`config.mk`:
```
export PLATFORM = sky130hd
export DESIGN_NAME = multicycle_control
export DESIGN_NICKNAME = d
export VERILOG_FILES = /design/src/rtl/mc_ctrl_pkg.sv /design/src/rtl/multicycle_control.sv
export SDC_FILE = /design/constraint.sdc
export NUM_CORES = 1
export LEC_CHECK = 0
export BUFFER_PORTS_ARGS = -buffer_cell sky130_fd_sc_hd__buf_2
export CORE_MARGIN = 2
export CORE_UTILIZATION = 56
export CTS_CLUSTER_SIZE = 10
export DETAILED_ROUTE_END_ITERATION = 10
export GPL_TIMING_DRIVEN = 0
export PLACE_DENSITY = 0.94
export SLEW_MARGIN = 20
export SYNTH_ARGS = -nofsm -noshare
export SYNTH_HDL_FRONTEND = slang
export SYNTH_SLANG_ARGS = --single-unit
```
`constraint.sdc`:
```
create_clock -name clk -period 4.1 [get_ports clk]
set_clock_uncertainty 0.1 [all_clocks]
set_input_delay 0.82 -clock clk [delete_from_list [all_inputs] [get_ports clk]]
set_output_delay 0.82 -clock clk [all_outputs]
set_load 0.1 [all_outputs]
```
`src/rtl/mc_ctrl_pkg.sv`:
```
// Shared definitions for the multi-cycle sequencer: opcodes, FSM states,
// datapath mux/ALU codes and opcode classification.
package mc_ctrl_pkg;

  localparam logic [5:0] OP_RTYPE = 6'h00;
  localparam logic [5:0] OP_J     = 6'h02;
  localparam logic [5:0] OP_BEQ   = 6'h04;
  localparam logic [5:0] OP_BVF   = 6'h05;
  localparam logic [5:0] OP_BEN   = 6'h06;
  localparam logic [5:0] OP_ADDI  = 6'h08;
  localparam logic [5:0] OP_LW    = 6'h23;
  localparam logic [5:0] OP_SW    = 6'h2B;

  typedef enum logic [3:0] {
    S_FETCH    = 4'd0,
    S_DECODE   = 4'd1,
    S_EXEC_R   = 4'd2,
    S_EXEC_I   = 4'd3,
    S_WB_ALU   = 4'd4,
    S_MEM_ADDR = 4'd5,
    S_MEM_RD   = 4'd6,
    S_MEM_WR   = 4'd7,
    S_WB_MEM   = 4'd8,
    S_BRANCH   = 4'd9,
    S_JUMP     = 4'd10
  } state_e;

  typedef enum logic [3:0] {
    OC_R, OC_ADDI, OC_LW, OC_SW, OC_BEQ, OC_BVF, OC_BEN, OC_J, OC_ILL
  } op_class_e;

  localparam logic [1:0] ASB_RT     = 2'd0;
  localparam logic [1:0] ASB_FOUR   = 2'd1;
  localparam logic [1:0] ASB_IMM    = 2'd2;
  localparam logic [1:0] ASB_IMM_SH = 2'd3;

  localparam logic [1:0] ALU_ADD   = 2'd0;
  localparam logic [1:0] ALU_SUB   = 2'd1;
  localparam logic [1:0] ALU_FUNCT = 2'd2;

  localparam logic [1:0] PCS_ALU    = 2'd0;
  localparam logic [1:0] PCS_ALUOUT = 2'd1;
  localparam logic [1:0] PCS_JUMP   = 2'd2;

endpackage

```
`src/rtl/multicycle_control.sv`:
```
// Multi-cycle control FSM: fetch/decode/execute/memory/writeback sequencing,
// branch resolution from CPSR flags and retired-instruction counting.
// Optional MEM_WAIT_EN: FETCH/MEM_RD/MEM_WR stall until mem_ready.
module multicycle_control
  import mc_ctrl_pkg::*;
#(
  parameter int unsigned OP_W   = 6,
  parameter int unsigned RCNT_W = 32
) (
  input  logic              clk,
  input  logic              rst_n,
  input  logic [OP_W-1:0]   opcode,
  input  logic              alu_zero,
  input  logic              cpsr_n,
  input  logic              cpsr_v,
  input  logic              mem_ready,
  output logic              pc_write,
  output logic              iord,
  output logic              mem_read,
  output logic              mem_write,
  output logic              ir_write,
  output logic              regdest,
  output logic              memtoreg,
  output logic              regwrite,
  output logic              alusrc_a,
  output logic [1:0]        alusrc_b,
  output logic [1:0]        aluop,
  output logic [1:0]        pcsource,
  output logic              cpsr_update,
  output logic              cpsr_reset,
  output logic              illegal_op,
  output logic [RCNT_W-1:0] retired_cnt
);

  state_e    state, next_state;
  op_class_e op_class;
  logic      run;
  logic      mem_ok;
  logic      retire;

`ifdef MEM_WAIT_EN
  assign mem_ok = mem_ready;
`else
  logic unused_mem_ready;
  assign unused_mem_ready = mem_ready;
  assign mem_ok = 1'b1;
`endif

  always_comb begin
    op_class = OC_ILL;
    case (opcode)
      OP_W'(OP_RTYPE): op_class = OC_R;
      OP_W'(OP_ADDI):  op_class = OC_ADDI;
      OP_W'(OP_LW):    op_class = OC_LW;
      OP_W'(OP_SW):    op_class = OC_SW;
      OP_W'(OP_BEQ):   op_class = OC_BEQ;
      OP_W'(OP_BVF):   op_class = OC_BVF;
      OP_W'(OP_BEN):   op_class = OC_BEN;
      OP_W'(OP_J):     op_class = OC_J;
      default:         op_class = OC_ILL;
    endcase
  end

  // run holds the FSM idle (all controls low) for the first cycle after reset
  // release, so FETCH strobes only appear once the clock has ticked.
  always_ff @(posedge clk or negedge rst_n) begin
    if (!rst_n) begin
      state <= S_FETCH;
      run   <= 1'b0;
    end else begin
      state <= next_state;
      run   <= 1'b1;
    end
  end

  always_comb begin
    next_state  = state;
    pc_write    = 1'b0;
    iord        = 1'b0;
    mem_read    = 1'b0;
    mem_write   = 1'b0;
    ir_write    = 1'b0;
    regdest     = 1'b0;
    memtoreg    = 1'b0;
    regwrite    = 1'b0;
    alusrc_a    = 1'b0;
    alusrc_b    = ASB_RT;
    aluop       = ALU_ADD;
    pcsource    = PCS_ALU;
    cpsr_update = 1'b0;
    cpsr_reset  = 1'b0;
    illegal_op  = 1'b0;
    if (run) begin
      case (state)
        S_FETCH: begin
          mem_read = 1'b1;
          alusrc_b = ASB_FOUR;
          pcsource = PCS_ALU;
          pc_write = mem_ok;
          ir_write = mem_ok;
          if (mem_ok) next_state = S_DECODE;
        end
        S_DECODE: begin
          alusrc_b = ASB_IMM_SH;
          case (op_class)
            OC_R:                   next_state = S_EXEC_R;
            OC_ADDI:                next_state = S_EXEC_I;
            OC_LW, OC_SW:           next_state = S_MEM_ADDR;
            OC_BEQ, OC_BVF, OC_BEN: next_state = S_BRANCH;
            OC_J:                   next_state = S_JUMP;
            default: begin
              illegal_op = 1'b1;
              next_state = S_FETCH;
            end
          endcase
        end
        S_EXEC_R: begin
          alusrc_a    = 1'b1;
          alusrc_b    = ASB_RT;
          aluop       = ALU_FUNCT;
          cpsr_update = 1'b1;
          next_state  = S_WB_ALU;
        end
        S_EXEC_I: begin
          alusrc_a    = 1'b1;
          alusrc_b    = ASB_IMM;
          aluop       = ALU_ADD;
          cpsr_update = 1'b1;
          next_state  = S_WB_ALU;
        end
        S_WB_ALU: begin
          regwrite   = 1'b1;
          regdest    = (op_class == OC_R);
          next_state = S_FETCH;
        end
        S_MEM_ADDR: begin
          alusrc_a    = 1'b1;
          alusrc_b    = ASB_IMM;
          aluop       = ALU_ADD;
          cpsr_update = 1'b1;
          next_state  = (op_class == OC_LW) ? S_MEM_RD : S_MEM_WR;
        end
        S_MEM_RD: begin
          mem_read = 1'b1;
          iord     = 1'b1;
          if (mem_ok) next_state = S_WB_MEM;
        end
        S_MEM_WR: begin
          mem_write = 1'b1;
          iord      = 1'b1;
          if (mem_ok) next_state = S_FETCH;
        end
        S_WB_MEM: begin
          regwrite   = 1'b1;
          memtoreg   = 1'b1;
          next_state = S_FETCH;
        end
        S_BRANCH: begin
          alusrc_a   = 1'b1;
          alusrc_b   = ASB_RT;
          aluop      = ALU_SUB;
          pcsource   = PCS_ALUOUT;
          cpsr_reset = 1'b1;
          pc_write   = ((op_class == OC_BEQ) && alu_zero) ||
                       ((op_class == OC_BVF) && cpsr_v)   ||
                       ((op_class == OC_BEN) && cpsr_n);
          next_state = S_FETCH;
        end
        S_JUMP: begin
          pcsource   = PCS_JUMP;
          pc_write   = 1'b1;
          cpsr_reset = 1'b1;
          next_state = S_FETCH;
        end
        default: next_state = S_FETCH;
      endcase
    end
  end

  always_comb begin
    retire = 1'b0;
    if (run) begin
      case (state)
        S_WB_ALU, S_WB_MEM, S_BRANCH, S_JUMP: retire = 1'b1;
        S_MEM_WR:                             retire = mem_ok;
        default:                              retire = 1'b0;
      endcase
    end
  end

  always_ff @(posedge clk or negedge rst_n) begin
    if (!rst_n) retired_cnt <= '0;
    else if (retire) retired_cnt <= retired_cnt + RCNT_W'(1);
  end

endmodule

```
# After elaboration in Yosys (flattened, before gate mapping)
# Cells that the tools add are included.
[totals] wordCells=86 output_inout_bits=50 in_bits=12 ff_bits=37
[op_classes] n_reduce_logical=21 eq_ne=24 add_sub_neg=1 mux=37
[ops] cell="case mux 4 bit (5 select lines)" n=2
[ops] cell="adder 32 x 1 -> 32 bit, second input constant" n=1
[ops] cell="== test 4 x 3 -> 1 bit, second input constant" n=8
[ops] cell="case mux 4 bit (8 select lines)" n=1
[ops] cell="2-to-1 mux 1 bit" n=27
[ops] cell="== test 6 x 3 -> 1 bit, second input constant" n=3
[ops] cell="== test 4 x 2 -> 1 bit, second input constant" n=4
[ops] cell="OR reduction 2 bit" n=8
[ops] cell="== test 4 bit, second input constant" n=3
[ops] cell="== test 6 bit, second input constant" n=2
[ops] cell="== test 4 x 1 -> 1 bit, second input constant" n=2
[ops] cell="logical NOT 4 bit" n=2
[ops] cell="case mux 2 bit (2 select lines)" n=2
[ops] cell="OR reduction 8 bit" n=1
[ops] cell="== test 6 x 2 -> 1 bit, second input constant" n=1
[ops] cell="== test 6 x 4 -> 1 bit, second input constant" n=1
[ops] cell="logical NOT 6 bit" n=1
[ops] cell="2-to-1 mux 2 bit" n=3
[ops] cell="case mux 2 bit (3 select lines)" n=1
[ops] cell="OR reduction 3 bit" n=2
[ops] cell="OR reduction 5 bit" n=1
[ops] cell="OR reduction 4 bit" n=1
[ops] cell="logical AND 1 bit" n=3
[ops] cell="logical OR 1 bit" n=2
[ops] cell="case mux 1 bit (2 select lines)" n=1

# Depth between registers and ports, before layout
[logic_depth] ltp_word=8 ltp_mapped=7

# Least setup slack after synthesis
# No wires, ideal clock.
[synth_path] path_type="input-to-output" from="input port opcode[2]" to="output port regdest" required_ns=3.180 stages=5 arrival_time_ns=4.633 path_slack_ns=-1.453 cell_sequence="clkbuf_1 > and4b_1 > o21ai_0 > a21oi_1 > nor4b_1"
[synth_via] elab_chain_len=5 elab_cells_between_ends=12 cone_classes="7 x eq/ne; 3 x mux; 2 x reduce/logical"
[synth_rtl] element="start, declared" line="multicycle_control.sv:12" source="input logic [OP_W-1:0] opcode,"
[synth_rtl] element="== test 6 x 2 -> 1 bit (tied with other cells)" line="multicycle_control.sv:51" source="case (opcode)"
[synth_rtl] element="case mux 4 bit (8 select lines) *" line="multicycle_control.sv:51"
[synth_rtl] element="logical NOT 4 bit *" line="multicycle_control.sv:133" source="regdest = (op_class == OC_R);"
[synth_rtl] element="2-to-1 mux 1 bit *" line="multicycle_control.sv:94" source="case (state)"
[synth_rtl] element="2-to-1 mux 1 bit *" line="multicycle_control.sv:93" source="if (run) begin"
[synth_rtl] element="end, declared" line="multicycle_control.sv:22" source="output logic regdest,"
# Mark *: on every way between the ends. The rest lies on a longest branch, timed or not.

# Worst setup path after layout
[layout_path] from="input port opcode[2]" to="output port pc_write"
[layout_via] elab_chain_len=8 elab_cells_between_ends=19 cone_classes="10 x eq/ne; 3 x mux; 6 x reduce/logical"
[layout_rtl] element="== test 6 x 2 -> 1 bit (tied with other cells)" line="multicycle_control.sv:51"
[layout_rtl] element="case mux 4 bit (8 select lines) *" line="multicycle_control.sv:51"
[layout_rtl] element="== test 4 x 3 -> 1 bit (on tied branches)" line="multicycle_control.sv:164, multicycle_control.sv:165"
[layout_rtl] element="logical AND 1 bit (on tied branches)" line="multicycle_control.sv:164, multicycle_control.sv:165"
[layout_rtl] element="logical OR 1 bit" line="multicycle_control.sv:164" source="pc_write = ((op_class == OC_BEQ) && alu_zero) ||"
[layout_rtl] element="logical OR 1 bit *" line="multicycle_control.sv:165" source="((op_class == OC_BVF) && cpsr_v) ||"
[layout_rtl] element="case mux 1 bit (2 select lines) *" line="multicycle_control.sv:94"
[layout_rtl] element="2-to-1 mux 1 bit *" line="multicycle_control.sv:93"
[layout_rtl] element="end, declared" line="multicycle_control.sv:17" source="output logic pc_write,"
# Marks and branches as above.

==> metrics.txt <==
cell-by-cell trace of the critical path=buf_2 -> clkbuf_1 -> nor4b_1 -> o21ai_0 -> a21oi_1 -> mux2_2 -> o21ai_2 -> buf_2; Die W=66.10 um; Hold Fails Final Rpt=0; ratio of final minimum period to clock period=90.26%; slowest CP cell=buf_2; site row count=22; PostCTS Resize Cnt=0; Area growth syn-to-layout=21.73%; register bit total from synthesis=37; WL/cell=13.49 um; count leader, synth=dfrtp_1; Final Net Count=308; largest net degree at the start of global routing=38; cell mode on critical path=buf_2; outcome=completed; pwr/cell area=503.1 nW/um2; Slew Limit Fails=0; grt total ovfl=0; area leader, netlist=dfrtp_1; # Post-CTS Setup Buffers=0; RSZ-0062 raised after global routing=false; die area=4369 um2; CP peak stage delay=0.43 ns; CTS Sinks=37; IO buf count=59; Avg Inst Size Synth=9.430 um2; YS warnings=0; Post-synth ARST share=100.0%; Post-synth top flop=dfrtp_1; core area=3689 um2; Root Buffer=clkbuf_8; post-synthesis sequential area ratio=42.87%; Crit path buffers/inverters=3; initial antenna violation count=0; Synth top cells by count=37 x dfrtp_1, 27 x xnor2_1, 22 x nor2_1; crit-path max FO=10; post-synth cell types=49; WL met2=2245 um; FMAX=0.2702 GHz; hold buffer count at CTS=0; H-tree depth=2; Post-DP HPWL=3426 um; CTS Buf Count=5; number of enable flip-flop cells after synthesis=0; Critical Path Start Type=primary input; Synth Net Count=242; vias per cell=5.586; final setup margin=0.3994 ns; Min-Delay Path Class=reg -> reg; DP Worst Slack=0.4171 ns; post-route ant nets=0; drt initial violations=101; clk_lat worst skew=0.28 ns; Pre-antenna DRT Iters=4; post-synth top area share=42.87%; synthesized area=2160 um2; post-placement cell count=336; final wirelength=4627 um; data arrival time of the worst path=2.78 ns; Finished Core Util=71.27%; CP startpoint=opcode[2]; GRT Util Overall=23.90%; Finished Layout Cells=343; Peak VDD IR=0.5078 mV; cell depth of the worst flop-to-flop path=5; synth top area cells=dfrtp_1 43%, xnor2_1 11%, nor2_1 3.8%; Max transition margin=47.66%; Highest Signal Layer=met4; Req. time, crit path=3.18 ns; measured slew at the worst slew-check pin=0.7851 ns; synthesized instance count=229; Setup crit end=pc_write; ANT cells=0; CTS tree=yes; Crit path max-delay family=buffers and inverters; FF-to-FF setup slack=1.96 ns; kind of end point of the critical path=output port; worst reg2reg endpoint=retired_cnt[20]; Vias=1,916; share of layout cells above drive strength 1=28.47%; Starting Density=58.55%; reg-to-reg startpoint=state[3]; Clock transition at path regs=0.07 ns; vias in the first global route=1,727; leakage=1.329 nW; Placer Congestion=0.8323; final setup violation count=0; Crit path depth=8; clk buf depth=2; Period minus WS final=3.701 ns; wl on met1=2033 um; max-cap violations=0; Die H=66.10 um; DRC viols=0; crit path kind=in -> out; first-pass GRT wire length=8073 um; IO Pins=62; met3 wire len=254 um
[kinds of logic after synthesis]
kind of cell	count (synthesis)	synth area share (%)
buffers and inverters	18	3.476
xor gates and xnor gates	34	14.14
and+or+nand+nor	108	28.62
adders and majority gates	1	0.5793
muxes	3	1.506
AOI/OAI and AO/OA	27	8.633
DFF	37	42.87
other	1	0.1736
[state kept, by name (all words and copies together) (netlist names)]
register	flops
run	1
retired_cnt	32
state	4
[final cells by class]
| class | instances | area [um2] |
|---|---|---|
| Tap cell | 48 | 60.06 |
| Buffer | 14 | 60.06 |
| Sequential cell | 37 | 925.9 |
| Fill cell | 288 | 1060 |
| Clock buffer | 6 | 82.58 |
| Clock inverter | 1 | 7.507 |
| Multi-Input combinational cell | 174 | 1182 |
| Inverter | 4 | 15.01 |
| Timing Repair Buffer | 59 | 295.3 |
[routing by layer]
layer	GRT usage, %	up-vias
met5	0	-
met4	7.653	0
met3	4.259	10
met2	38.00	59
met1	33.15	911
li1	-	936
[power breakdown]
group	internal [mW]	switching [mW]
clock	0.133	0.118
sequential	0.393	0.0387
combinational	0.133	0.507
[worst min-delay path by stage]
stage / startpoint / to / slack [ns] / cells past startpoint
final: retired_cnt[27] / retired_cnt[27] / 0.39 / 1
after global routing: retired_cnt[4] / retired_cnt[4] / 0.41 / 1
after CTS: retired_cnt[27] / retired_cnt[27] / 0.39 / 1
after detailed placement: retired_cnt[27] / retired_cnt[27] / 0.37 / 1
after global placement: retired_cnt[31] / retired_cnt[31] / 0.35 / 1
after floorplan: rst_n / retired_cnt[0] / 0.42 / 0
[cells in the final DEF (no fill, tap or decap), types with 2 or more instances in the layout]
cell type	instances
dfrtp_1	37
nand2_1	19
a21oi_1	4
nor2b_1	2
xor2_1	6
a2bb2oi_1	2
and4_1	3
nand4_1	9
nand3_1	15
clkbuf_8	6
nand2b_1	4
a31oi_1	2
inv_1	4
and4b_1	2
and3_1	9
buf_2	62
o22ai_1	2
xnor2_1	27
mux2_2	2
nor3_1	6
clkbuf_1	10
and2b_1	2
nor2_1	21
o21ai_0	7
[per-stage QoR]
stage / hold WS (ns) / setup TNS (ns) / total power [mW] / cell area, um2
final: 0.3851 / 0 / 1.323 / 2629
after global routing: 0.4078 / 0 / 1.387 / 2629
after CTS: 0.3893 / 0 / 1.327 / 2629
after detailed placement: 0.3750 / 0 / 1.074 / 2539
after global placement: 0.3549 / 0 / 1.065 / 2539
after floorplan: 0.4244 / -0.06364 / 0.9728 / 2183
No activity file was read; power rests on OpenSTA's default activity.
